**src/rtl/cpu_pkg.sv**
```systemverilog
// Shared CPU front-end types: word/address widths, opcode field, fetch FSM states, buffer entry.
// Pure declarations; no latency and no flow control of its own.
package cpu_pkg;
  localparam int INSTR_W    = 16;
  localparam int ADDR_W     = 16;
  localparam int OPCODE_MSB = 15;
  localparam int OPCODE_LSB = 13;

  localparam logic [ADDR_W-1:0] RESET_VECTOR = 16'h0000;

  typedef enum logic [1:0] {
    IDLE,
    BUSY,
    FLUSH
  } fetch_state_t;

  typedef struct packed {
    logic [INSTR_W-1:0] instr;
    logic [ADDR_W-1:0]  pc;
  } fetch_entry_t;
endpackage

```
**src/rtl/fetch_fifo.sv**
```systemverilog
// Two-entry instruction buffer: a push shows up on head one cycle later, and a pop exposes the next entry one cycle later.
// Push is ignored when full and pop when empty; flush empties it and takes priority over both.
module fetch_fifo
  import cpu_pkg::*;
#(
  parameter int DEPTH = 2
) (
  input  logic         clk,
  input  logic         rst,
  input  logic         push,
  input  logic         pop,
  input  logic         flush,
  input  fetch_entry_t din,
  output fetch_entry_t head,
  output logic [1:0]   count
);
  localparam logic [1:0] FULL = 2'(DEPTH);

  fetch_entry_t slot0;
  fetch_entry_t slot1;
  logic         push_ok;
  logic         pop_ok;

  assign push_ok = push && (count != FULL);
  assign pop_ok  = pop && (count != 2'd0);

  always_ff @(posedge clk) begin
    if (rst || flush) begin
      count <= 2'd0;
      slot0 <= '0;
      slot1 <= '0;
    end else begin
      case ({push_ok, pop_ok})
        2'b10: begin
          if (count == 2'd0) slot0 <= din;
          else slot1 <= din;
          count <= count + 2'd1;
        end
        2'b01: begin
          slot0 <= slot1;
          slot1 <= '0;
          count <= count - 2'd1;
        end
        2'b11: begin
          // Count is unchanged; with one entry the new word replaces the popped head.
          if (count == 2'd1) begin
            slot0 <= din;
          end else begin
            slot0 <= slot1;
            slot1 <= din;
          end
        end
        default: ;
      endcase
    end
  end

  assign head = (count != 2'd0) ? slot0 : '0;
endmodule

```
**src/rtl/fetch_unit.sv**
```systemverilog
// Instruction fetch: one outstanding memory read at a time, responses buffered two deep; instr_valid rises one cycle after mem_ack.
// Stops requesting while the buffer is full; a redirect flushes the buffer and drops any in-flight response.
module fetch_unit
  import cpu_pkg::*;
#(
  parameter logic [15:0] RESET_VECTOR = cpu_pkg::RESET_VECTOR,
  parameter int          FIFO_DEPTH   = 2
) (
  input  logic               clk,
  input  logic               rst,
  output logic               mem_req,
  output logic [ADDR_W-1:0]  mem_addr,
  input  logic               mem_ack,
  input  logic [INSTR_W-1:0] mem_rdata,
  input  logic               redirect_valid,
  input  logic [ADDR_W-1:0]  redirect_pc,
  output logic               instr_valid,
  input  logic               instr_ready,
  output logic [INSTR_W-1:0] instr,
  output logic [ADDR_W-1:0]  instr_pc,
  output logic [2:0]         opcode
);
  localparam logic [1:0] DEPTH_C = 2'(FIFO_DEPTH);

  fetch_state_t      state;
  logic [ADDR_W-1:0] pc;
  logic [ADDR_W-1:0] pc_inc;
  logic [ADDR_W-1:0] target;
  logic [1:0]        count;
  logic [1:0]        count_after;
  logic              push;
  logic              pop;
  fetch_entry_t      push_entry;
  fetch_entry_t      head;

  assign target      = redirect_pc & {{(ADDR_W-1){1'b1}}, 1'b0};
  assign pc_inc      = pc + ADDR_W'(2);
  assign push        = (state == BUSY) && mem_ack && !redirect_valid;
  assign pop         = instr_valid && instr_ready && !redirect_valid;
  assign count_after = count + {1'b0, push} - {1'b0, pop};

  assign push_entry.instr = mem_rdata;
  assign push_entry.pc    = mem_addr;

  fetch_fifo #(.DEPTH(FIFO_DEPTH)) u_fifo (
    .clk   (clk),
    .rst   (rst),
    .push  (push),
    .pop   (pop),
    .flush (redirect_valid),
    .din   (push_entry),
    .head  (head),
    .count (count)
  );

  assign instr_valid = (count != 2'd0);
  assign instr       = head.instr;
  assign instr_pc    = head.pc;
  assign opcode      = head.instr[OPCODE_MSB:OPCODE_LSB];

  // In BUSY the fetch PC always equals mem_addr, so pc_inc is the next request address.
  always_ff @(posedge clk) begin
    if (rst) begin
      state    <= IDLE;
      pc       <= RESET_VECTOR;
      mem_req  <= 1'b0;
      mem_addr <= '0;
    end else begin
      case (state)
        IDLE: begin
          if (redirect_valid) begin
            pc <= target;
          end else if (count < DEPTH_C) begin
            state    <= BUSY;
            mem_req  <= 1'b1;
            mem_addr <= pc;
          end
        end
        BUSY: begin
          if (redirect_valid) begin
            pc <= target;
            if (mem_ack) begin
              state   <= IDLE;
              mem_req <= 1'b0;
            end else begin
              state <= FLUSH;
            end
          end else if (mem_ack) begin
            pc <= pc_inc;
            if (count_after < DEPTH_C) begin
              mem_addr <= pc_inc;
            end else begin
              state   <= IDLE;
              mem_req <= 1'b0;
            end
          end
        end
        FLUSH: begin
          // mem_addr stays on the abandoned request until its ack retires it.
          if (redirect_valid) pc <= target;
          if (mem_ack) begin
            state   <= IDLE;
            mem_req <= 1'b0;
          end
        end
        default: begin
          state   <= IDLE;
          mem_req <= 1'b0;
        end
      endcase
    end
  end
endmodule

```
**config.mk**
```make
export PLATFORM = sky130hd
export DESIGN_NAME = fetch_unit
export DESIGN_NICKNAME = d
export VERILOG_FILES = /design/src/rtl/cpu_pkg.sv /design/src/rtl/fetch_fifo.sv /design/src/rtl/fetch_unit.sv
export SDC_FILE = /design/constraint.sdc
export NUM_CORES = 1
export LEC_CHECK = 0
export ABC_AREA = 0
export CORE_MARGIN = 1
export CORE_UTILIZATION = 54
export DETAILED_ROUTE_END_ITERATION = 16
export PLACE_DENSITY = 0.81
export SYNTH_ARGS = -nofsm -noshare
export SYNTH_HDL_FRONTEND = slang
export SYNTH_SLANG_ARGS = --single-unit
```
**constraint.sdc**
```tcl
create_clock -name clk -period 3.1 [get_ports clk]
set_input_delay 0.62 -clock clk [delete_from_list [all_inputs] [get_ports clk]]
set_output_delay 0.62 -clock clk [all_outputs]
set_load 0.005 [all_outputs]
```
Yosys cells after proc, flatten, opt, wreduce, memory -nomap -nowiden
Index checks and enable logic that the tools add are counted.
{"block": "word_totals", "ff_bits": 101, "latchBits": 0, "ramBits": 0, "romBits": 0, "in_bits": 37, "n_memories": 0}
{"block": "op_classes", "add_sub_neg": 5, "n_mul": 0, "div_mod_pow": 0, "magnitude_cmp": 2, "n_eq_ne": 19, "n_shift": 0, "n_mux": 33, "n_bitwise": 0, "n_reduce_logical": 22}
{"cell": "32-bit one-hot mux with 3 select lines", "count": 2}
{"cell": "32-bit 2-to-1 mux", "count": 5}
{"cell": "16-bit 2-to-1 mux", "count": 8}
{"cell": "16-bit one-hot mux with 2 select lines", "count": 2}
{"cell": "16-bit by 2-bit adder with 16-bit output, second input constant", "count": 1}
{"cell": "2-bit inequality test, second input constant", "count": 8}
{"cell": "2-bit 2-to-1 mux", "count": 7}
{"cell": "2-bit nonzero test", "count": 4}
{"cell": "2-bit by 1-bit equality test with 1-bit output, second input constant", "count": 3}
{"cell": "2-bit equality test, second input constant", "count": 3}
{"cell": "1-bit logical AND", "count": 6}
{"cell": "1-bit 2-to-1 mux", "count": 6}
{"cell": "2-bit by 1-bit inequality test with 1-bit output, second input constant", "count": 3}
{"cell": "3-bit inequality test, second input constant", "count": 2}
{"cell": "2-bit one-hot mux with 3 select lines", "count": 1}
{"cell": "3-bit AND reduction", "count": 2}
{"cell": "6-bit AND reduction", "count": 1}
{"cell": "5-bit AND reduction", "count": 1}
{"cell": "2-bit logical NOT", "count": 2}
{"cell": "2-bit less-than comparator, second input constant", "count": 2}
{"cell": "2-bit one-hot mux with 2 select lines", "count": 1}
{"cell": "4-bit AND reduction", "count": 1}
{"cell": "1-bit one-hot mux with 3 select lines", "count": 1}
{"cell": "3-bit nonzero test", "count": 1}
{"cell": "other kinds (8)", "count": 8}

Depth between registers and ports, before layout
{"block": "logic_depth", "ltp_word": 10, "depth_mapped": 14, "mapped_depth_nobuf": 9}

Modules after synthesis
Synthesis repeated with hierarchy kept, for this count alone.
{"block": "unflattened", "hier_cells": 679, "hier_area_um2": 5676.7}
{"mod": "fetch_fifo", "n_inst": 1, "cells_each": 399, "area_per_inst_um2": 3540.9, "seq_area_each_um2": 1321.3}
{"mod": "fetch_unit", "n_inst": 1, "cells_each": 280, "area_per_inst_um2": 2135.8, "seq_area_each_um2": 660.6}

Least setup slack after synthesis
Ideal clock, no wire load.
{"block": "synth_timing", "path_type": "flip-flop to flip-flop", "startpoint": "register u_fifo.count[1]", "endpoint": "register mem_addr[4]", "setup_time_ps": 79, "arrival_ps": 2596, "t_required_ps": 3021, "path_slack_ps": 424, "stages_incl_launch_ff": 14, "cell_sequence": "dfxtp_1 > buf_2 > inv_1 > ha_1 > or3b_4 > inv_1 > ha_1 > xnor2_1 > and4_1 > buf_6 > or2_1 > buf_2 > buf_6 > a211oi_2"}
{"block": "synth_via", "elab_chain_len": 7, "elab_cells_between_ends": 10, "classes_between": "add/sub (2); order compare (2); eq/ne (2); reduce/logical (4)"}
{"item": "from (decl)", "line": "fetch_fifo.sv:15", "text": "output logic [1:0] count"}
{"item": "from (signal assigned)", "line": "fetch_fifo.sv:37", "text": "count <= count + 2'd1;"}
{"item": "from (signal assigned)", "line": "fetch_fifo.sv:42", "text": "count <= count - 2'd1;"}
{"item": "parallel branches: the longest is 6 deep, another holds 2-bit by 1-bit adder with 2-bit output"}
{"item": "6-bit AND reduction (no source line) (*)"}
{"item": "to (signal assigned)", "line": "fetch_unit.sv:76", "text": "mem_addr <= pc;"}
{"item": "to (signal assigned)", "line": "fetch_unit.sv:91", "text": "mem_addr <= pc_inc;"}
{"item": "to (decl)", "line": "fetch_unit.sv:12", "text": "output logic [ADDR_W-1:0] mem_addr,"}
Every way passes the cells marked *.
A chain may end at the register's enable or synchronous reset.

Worst setup path in the final report
{"block": "layout_timing", "startpoint": "input instr_ready", "endpoint": "register mem_addr[14]"}
{"block": "layout_via", "elab_chain_len": 6}
{"item": "from (decl)", "line": "fetch_unit.sv:18", "text": "input logic instr_ready,"}
{"item": "1-bit logical AND (2 in series)", "line": "fetch_unit.sv:39", "text": "assign pop = instr_valid && instr_ready && !redirect_valid;"}
{"item": "2-bit by 1-bit subtractor with 2-bit output", "line": "fetch_unit.sv:40", "text": "assign count_after = count + {1'b0, push} - {1'b0, pop};"}
{"item": "2-bit less-than comparator", "line": "fetch_unit.sv:90", "text": "if (count_after < DEPTH_C) begin"}
{"item": "2-bit by 1-bit inequality test with 1-bit output (no source line)"}
{"item": "6-bit AND reduction (no source line)"}
No other way between the ends.

==> flow_metrics.tcl <==
set metrics [dict create \
    grt_use_total 0.274 \
    startpoint_type "input pin" \
    hold_buffers 0 \
    grt-ovfl-total 0 \
    worst_pin_slew_ns 0.841 \
    synth_mux_area_frac 0.00396 \
    critPathRequiredTime_ns 3.36 \
    hpwl_um 8890 \
    post-route-period-util 0.897 \
    setup_viol 0 \
    drc 0 \
    path_clk_slew_ns 0.10 \
    max_cap_viol_count 0 \
    cp_slowest_cell "clkdlybuf4s50_1" \
    clock_sinks 99 \
    cts_resized 0 \
    synth_seq_cells 99 \
    cp.arrival_ns 3.04 \
    synth_top_cells_by_area "dfxtp_1 37%, a21oi_1 8.2%, a2111oi_2 8.1%" \
    path_buf_inv 2 \
    clockBufferDepth 2 \
    drt-initial-drc-count 259 \
    synth_top_family_by_area "compound AO/OA/AOI/OAI gates" \
    synth-simple-area-share 0.200 \
    io_pins 90 \
    vias_per_cell 6.13 \
    postSynthAreaPerCell_um2 8.62 \
    min_period_ns 2.78 \
    finalPower_mw 2.77 \
    status "complete, no violations" \
    whs_ns 0.460 \
    max_stage_delay_ns 0.48 \
    yosysSeqAreaShare 0.369 \
    synth-compound-area-share 0.301 \
    synth_xor_area_frac 0.0335 \
    ir_drop_v 0.000290 \
    crit_chain "clkdlybuf4s50_1 -> or3b_4 -> inv_1 -> ha_1 -> xor2_1 -> a41o_1 -> or2_1 -> a311oi_1" \
    initial_utilization 0.553 \
    core_um2 9730 \
    grt_first_pass_wirelength_um 22400 \
    root_buffer "clkbuf_8" \
    async_reset_ff_frac 0 \
    gp_congestion 0.932 \
    fp-row-count 36 \
    worstSetupEndpointType "register" \
    clock_skew_ns 0.0187 \
    cts_buffers 9 \
    hold_path.class "register to register" \
    dieArea_um2 10400 \
    synth_cells 624 \
    ant_nets 0 \
    htreeDepth 3 \
    num-nets-final 721 \
    critical_path_class "input pin to register" \
    synth_top_cell_area_share 0.369 \
    tritoncts "done" \
    dp.cells 797 \
    powerDensity_nw_per_um2 425 \
    synth_edf_count 0 \
    area.growth.synth_to_final_pct 21.2 \
    die_w_um 102 \
    fp.dieH_um 102 \
    report.final.slew_viol_count 0 \
    slew_headroom 0.440 \
    leakage_nw 2.02 \
    numPortBuffers 87 \
    synth_cell_types 62 \
    wire_per_inst_um 16.6 \
    final_layout_size_suffix_gt1_frac 0.116 \
    first_pass_iters 5 \
    finalHoldViolations 0 \
    max_freq_mhz 360 \
    grt_antenna_before_repair 0 \
    routed_wl_um 13500 \
    grt_max_degree 63 \
    path_delay_family "simple AND/OR/NAND/NOR gates" \
    rsz0062_at_grt "no" \
    grt_pass1_vias 4536 \
    synth_top_area_cell "dfxtp_1" \
    cts_post_setup_buffers_inserted 0 \
    critPathMaxFanout 15 \
    synth.cell_area_um2 5380 \
    setup_slack_ns 0.320 \
    n_antenna_cell 0 \
    synthAdderAreaFrac 0.0209 \
    clk_latency_ns 0.37 \
    ys.flop_type "dfxtp_1" \
    ys_warn_count 0 \
    pre_cts_ws_ns -0.0401 \
    stdcell_count 813 \
    vias 4981 \
    syn-num-nets 670 \
]
[cell usage after synthesis, types with 3 or more instances]
master / number
ha_1: 9
buf_2: 17
a211oi_1: 8
and2_1: 5
nor4_1: 8
o21ai_0: 12
nand2b_1: 3
nor3_1: 19
a21oi_1: 88
o22ai_1: 4
nand2_1: 50
and2_0: 3
o31ai_1: 12
buf_4: 11
or4_1: 5
inv_1: 12
a2111oi_2: 29
a211oi_2: 3
dfxtp_1: 99
clkbuf_1: 36
xnor2_1: 15
o211ai_1: 3
a311oi_1: 4
a22oi_1: 31
nand3_1: 39
nor2b_1: 35
a31oi_1: 3
xor2_1: 3
nor2_1: 13
[area by class of cell]
type                       instances  area, um^2
multi-input combinational        443        3010
timing repair buffer             108        1070
sequential                        99        1980
fill                             810        3210
clock inverter                     7         119
tap                              133         166
clock buffer                       9         124
inverter                          14        52.6
[cell usage in the layout (no fill, tap or decap), types with 13 or more instances in the layout]
cell,netlist,layout
nand2_1,50,50
a22oi_1,31,31
nor2b_1,35,35
nand3_1,39,39
nor3_1,19,19
a21oi_1,88,88
xnor2_1,15,15
clkdlybuf4s50_1,0,85
dfxtp_1,99,99
nor2_1,13,13
buf_4,11,17
a2111oi_2,29,29
[layer usage]
metal | vias to the layer above | global-route usage | wire [um]
met2 | 205 | 0.460 | 6720
met3 | 13 | 0.0373 | 863
met4 | 0 | 0.0847 | 161
li1 | 2405 | - | -
met5 | - | 0 | 0
met1 | 2358 | 0.365 | 5790
[power by group]
part / leakage, nW / switching [mW] / total (mW) / internal, mW
Combinational: 1.10 / 0.223 / 0.411 / 0.188
Clock: 0.122 / 0.499 / 0.979 / 0.480
Sequential: 0.806 / 0.0597 / 1.38 / 1.32
Total: 2.02 / 0.782 / 2.77 / 1.99
[registers in the layout (all words and copies together), names as in the netlist]
name          cells
u_fifo.slot0     32
u_fifo.slot1     32
mem_addr         15
pc               15
state             2
u_fifo.count      2
mem_req           1
[cells by family after synthesis]
| logic type | Yosys count |
|---|---|
| mux | 2 |
| buf+inv | 82 |
| flops | 99 |
| other cells | 1 |
| simple gates | 200 |
| compound gates | 212 |
| fa+ha+maj | 9 |
| xor+xnor | 19 |
[worst paths after layout]
kind,endpoint,slack [ns],start,cells past startpoint
worst min-delay path,u_fifo.slot1[26],0.46,u_fifo.slot1[26],2
worst max register to register,mem_addr[14],0.35,u_fifo.count[0],9
worst max-delay path,mem_addr[14],0.32,instr_ready,8
worst min register to register,u_fifo.slot1[26],0.46,u_fifo.slot1[26],2
[stage by stage]
step	utilization	cell area, um^2	setup TNS (ns)
3_5_place_dp	0.645	6280	-0.0668
2_1_floorplan	-	5380	0
5_1_grt	0.670	6520	0
3_3_place_gp	0.645	6280	0
4_1_cts	0.670	6520	0
6_report	0.670	6520	0
[worst register-to-register path: cells and delay by family (launching register included)]
kind	cells	cell delay (ns)
buffers and inverters	2	0.17
AOI/OAI and AO/OA	2	0.56
xor gates and xnor gates	1	0.19
DFF	1	0.39
adders and majority gates	2	0.50
and+or+nand+nor	2	0.86
Note: power is estimated with default switching activity, not from simulation.
